$ cat src/rtl/rx_fifo_drain.sv
// Drains the UART receiver's one-byte buffer into a show-ahead FIFO.
// Each entry carries its framing-error tag. Overrun and underflow are held in sticky flags.
module rx_fifo_drain #(
  parameter int DEPTH = 8,
  parameter int CNT_W = $clog2(DEPTH + 1)
) (
  input  logic             clk,
  input  logic             n_rst,
  input  logic [7:0]       rx_data,
  input  logic             data_ready,
  input  logic             framing_error,
  input  logic             overrun_error,
  output logic             data_read,
  input  logic             pop,
  input  logic             clr_err,
  output logic [7:0]       fifo_rdata,
  output logic             fifo_ferr,
  output logic             empty,
  output logic             full,
  output logic [CNT_W-1:0] count,
  output logic             ovr_sticky,
  output logic             unf_sticky
);

  localparam int PTR_W = $clog2(DEPTH);

  localparam logic [0:0] ST_IDLE = 1'b0;
  localparam logic [0:0] ST_ACK  = 1'b1;

  logic [0:0]       state_q, state_d;
  logic [PTR_W-1:0] wptr_q, wptr_d;
  logic [PTR_W-1:0] rptr_q, rptr_d;
  logic [CNT_W-1:0] count_q, count_d;
  logic             ovr_q, ovr_d;
  logic             unf_q, unf_d;
  logic [8:0]       mem_q [DEPTH];

  logic push;
  logic pop_ok;

  // full/empty come from the occupancy count because the pointers alias when they wrap
  assign empty  = (count_q == '0);
  assign full   = (count_q == CNT_W'(DEPTH));
  assign push   = (state_q == ST_IDLE) && data_ready && !full;
  assign pop_ok = pop && !empty;

  always_comb begin
    state_d = ST_IDLE;
    if (push) begin
      state_d = ST_ACK;
    end
    wptr_d  = push   ? wptr_q + PTR_W'(1) : wptr_q;
    rptr_d  = pop_ok ? rptr_q + PTR_W'(1) : rptr_q;
    count_d = count_q + CNT_W'(push) - CNT_W'(pop_ok);
    // A set and a clear in the same cycle leave the flag set
    ovr_d   = overrun_error || (ovr_q && !clr_err);
    unf_d   = (pop && empty) || (unf_q && !clr_err);
  end

  always_ff @(posedge clk) begin
    if (n_rst) begin
      state_q <= ST_IDLE;
      wptr_q  <= '0;
      rptr_q  <= '0;
      count_q <= '0;
      ovr_q   <= 1'b0;
      unf_q   <= 1'b0;
    end else begin
      state_q <= state_d;
      wptr_q  <= wptr_d;
      rptr_q  <= rptr_d;
      count_q <= count_d;
      ovr_q   <= ovr_d;
      unf_q   <= unf_d;
    end
  end

  // Storage is not reset. The gate on n_rst keeps a reset cycle from writing an entry.
  always_ff @(posedge clk) begin
    if (push && !n_rst) begin
      mem_q[wptr_q] <= {framing_error, rx_data};
    end
  end

  assign data_read  = (state_q == ST_ACK);
  assign fifo_rdata = mem_q[rptr_q][7:0];
  assign fifo_ferr  = mem_q[rptr_q][8];
  assign count      = count_q;
  assign ovr_sticky = ovr_q;
  assign unf_sticky = unf_q;

endmodule

$ cat config.mk
export PLATFORM = sky130hd
export DESIGN_NAME = rx_fifo_drain
export DESIGN_NICKNAME = d
export VERILOG_FILES = /design/src/rtl/rx_fifo_drain.sv
export SDC_FILE = /design/constraint.sdc
export NUM_CORES = 1
export LEC_CHECK = 0
export CAP_MARGIN = 20
export CORE_MARGIN = 8
export CORE_UTILIZATION = 60
export DETAILED_ROUTE_END_ITERATION = 8
export PLACE_DENSITY_LB_ADDON = 0.15
export SLEW_MARGIN = 15
export SYNTH_ARGS = -nofsm -noshare
export SYNTH_HDL_FRONTEND = slang
export SYNTH_SLANG_ARGS = --single-unit
$ cat constraint.sdc
create_clock -name clk -period 5.8 [get_ports clk]
set_clock_uncertainty 0.1 [all_clocks]
set_input_delay 1.16 -clock clk [delete_from_list [all_inputs] [get_ports clk]]
set_output_delay 1.16 -clock clk [all_outputs]
set_load 0.02 [all_outputs]
==> results.py <==
metrics = {
    "clock_network": {
        "ctsHoldBuffers": 0,
        "cts_made_buffers": 9,
        "cts_tree": "built",
        "cts_resized": 0,
        "postCtsSetupBuffers": 0,
        "path_clk_slew_ps": 80,
        "clkLatencyLatePin_ps": 330,
        "clock_path_buffers": 2,
        "clock_tree.root_cell": "clkbuf_8",
        "cts_sinks": 88,
        "h-tree-depth": 3,
    },
    "yosys": {
        "yosys_register_bits": 88,
        "netlist_area_mm2": 0.003596,
        "ys_seq_area_share_pct": 69.03,
        "avgSynthCellArea_um2": 18.25,
        "synthArstFlopShare_pct": 0,
        "yosysWarningCount": 0,
        "yosys_most_used_dff": "edfxtp_1",
        "synth.area.top_cells": "edfxtp_1 60%, mux4_1 13%, dfxtp_1 8.9%",
        "synth_nets": 220,
        "synthCells": 197,
        "synth_edf_count": 72,
        "yosysTopAreaCell": "edfxtp_1",
        "synth_most_common_cell": "edfxtp_1",
        "synth_top_cells_by_count": "72 x edfxtp_1, 18 x mux4_1, 16 x dfxtp_1",
        "ys_types": 32,
        "synth_top_area_share_pct": 60.13,
    },
    "worst_setup_path": {
        "worst-endpoint-required_ps": 4540,
        "path_buf_inv": 1,
        "timing.rr.end": "count[2]",
        "crit_chain": "mux4_1 -> mux2_2 -> clkdlybuf4s50_1",
        "worstSetupPathType": "flip-flop to primary output",
        "r2r_start": "count[2]",
        "reg2reg_slack_ps": 3220,
        "cp_max_fo": 18,
        "cpPeakStageDelay_ps": 950,
        "worstSetupEndpointType": "primary output",
        "start_kind": "flip-flop",
        "rr_worst_depth": 10,
        "arrival_ps": 2760,
        "cp.depth": 3,
        "crit_family": "flip-flops",
        "critPathSlowestCell": "dfxtp_1",
    },
    "cells_and_area": {
        "fillerInstances": 367,
        "drive_above_1_share_pct": 12.18,
        "fin_area_mm2": 0.004148,
        "syn_to_final_growth_pct": 15.34,
        "area.sequential_mm2": 0.002482,
        "fin_nets": 256,
        "antenna_cells": 0,
        "multiInputGateArea_mm2": 0.001031,
    },
    "drt": {
        "wl_um": 5980,
        "drt-vias-per-instance": 5.636,
        "post-route-drc-count": 0,
        "vias": 1764,
        "avgRoutedWirePerCell_um": 19.11,
        "postRouteAntennaNets": 0,
        "drtIter0Drc": 138,
        "first_pass_iters": 4,
    },
    "power_and_ir_drop": {
        "p_per_area_mw_per_mm2": 373.7,
        "irDropWorstVdd_mv": 0.2840,
        "p_sw_w": 0.0004198,
        "p_comb_share_pct": 24.9,
        "p_leak_nw": 1.401,
        "swShare_pct": 27.08,
        "p_seq_share_pct": 49.9,
        "clkPwrFrac_pct": 25.2,
        "internal_power_w": 0.001130,
    },
    "sta": {
        "worst_pin_slew_ps": 1012,
        "post-route-period-util_pct": 69.37,
        "finalSetupViolCount": 0,
        "timing.setup.tns_ps": 0,
        "relSlewSlack_pct": 32.28,
        "fmax_mhz": 248.6,
        "fin_crit_ps": 4023,
        "hold_viol": 0,
        "timing_max_transition_violations_final": 0,
        "rsz0062_at_grt": "no",
    },
    "grt": {
        "grt_use_total_pct": 14.76,
        "antenna_found_initial": 0,
        "grt_overflow": 0,
        "grt_pass1_vias": 1850,
        "grt_max_degree": 20,
        "grt_pass1_wl_um": 9508,
    },
    "floorplan": {
        "dieArea_mm2": 0.008726,
        "io_pins": 33,
        "fp.dieW_um": 93.42,
        "start_util_pct": 61.46,
        "fp.coreArea_mm2": 0.005851,
        "row_count": 28,
        "die_h_um": 93.42,
    },
    "worst_hold_path": {
        "hold_path.class": "flip-flop to flip-flop",
        "hold_path_startpoint": "rptr_q[1]",
        "hold_path_end": "rptr_q[1]",
        "holdPathStages": 2,
    },
    "run_status": {
        "status": "finished, final reports clean",
    },
    "placement": {
        "postPlaceCellArea_mm2": 0.003965,
        "gp_congestion": 0.6826,
        "dp_hpwl_um": 3898,
        "portBuffers": 32,
    },
    "job": {
        "maxCapViolCount": 0,
    },
}
==> final cells by class <==
type,instances,area share (%)
flip-flops and latches,88,59.85
multi-input cells,94,24.86
repair buffers,34,8.084
clock buffers,12,3.258
well taps,75,2.262
clock inverters,4,1.146
inverters,6,0.5430
==> stage by stage <==
| stage | hold WS, ps | setup slack [ps] | std cells | power [W] | util, % |
|---|---|---|---|---|---|
| floorplan | 376.1 | 3023 | 197 | 0.001036 | - |
| global placement | 363.8 | 2136 | 297 | 0.001161 | 67.77 |
| detailed placement | 410.6 | 2084 | 297 | 0.001176 | 67.77 |
| CTS | 422.1 | 1715 | 313 | 0.001567 | 70.89 |
| global route | 440.0 | 1608 | 313 | 0.001630 | 70.89 |
| finish | 418.8 | 1777 | 313 | 0.001550 | 70.89 |
==> tightest hold or removal path, delay by kind of cell, from the launching register on <==
| kind | cells | cell delay (ps) |
|---|---|---|
| multiplexers | 1 | 70 |
| AND/OR/NAND/NOR | 1 | 80 |
| flip-flops | 1 | 320 |
==> worst max-delay path by stage <==
stage                from             to  slack [ps]
3_3_place_gp    flip-flop  fifo_rdata[1]        2140
6_report        flip-flop  fifo_rdata[6]        1780
4_1_cts         flip-flop  fifo_rdata[6]        1710
2_1_floorplan  data_ready    mem_q[4][0]        3020
5_1_grt         flip-flop  fifo_rdata[1]        1610
3_5_place_dp    flip-flop  fifo_rdata[6]        2080
==> cells by family (layout without fill, tap and decap cells) <==
logic type / Yosys count / after routing / synth area share (%)
AO/OA/AOI/OAI: 10 / 10 / 1.705
multiplexers: 33 / 33 / 17.78
XOR/XNOR: 2 / 2 / 0.4872
AND/OR/NAND/NOR: 41 / 41 / 5.707
flip-flops: 88 / 88 / 69.03
adder cells (fa/ha/maj): 8 / 8 / 2.992
buffers and inverters: 15 / 56 / 2.296
==> registers in the layout, indices dropped and copies added (netlist names), named ones only <==
signal      cells
ovr_sticky      1
mem_q          72
data_read       1
rptr_q          3
unf_sticky      1
count           4
wptr_q          3
==> layout by cell type (no fill, tap or decap), types with 2 or more instances in the layout <==
master            n
nand2b_1          5
nor2_1           15
mux4_1           18
buf_4             2
inv_1             6
clkinv_2          2
nand3_1           4
a21oi_1           6
ha_1              7
dfxtp_1          16
clkbuf_8          9
clkdlybuf4s50_1  32
clkbuf_1          3
nor3_1            2
mux2i_1           2
mux2_2           12
nand2_1           4
nor2b_1           6
edfxtp_1         72
==> routing by layer <==
layer  up-vias  global-route usage (%)  part of all wire (%)
met1       863                   17.85                    42
met2        47                   24.03                    51
met3         9                   3.606                   6.1
li1        845                       -                     -
met5         -                       0                     0
met4         0                   7.651                   1.7
==> power groups by stage <==
stage	clock [W]	sequential [W]	combinational, W
2_1_floorplan	0	0.000772	0.000264
3_3_place_gp	0	0.000785	0.000377
3_5_place_dp	0	0.000788	0.000388
4_1_cts	0.000401	0.000774	0.000392
5_1_grt	0.000430	0.000780	0.000420
6_report	0.000391	0.000773	0.000386
Power figures use the tool's default switching activity.
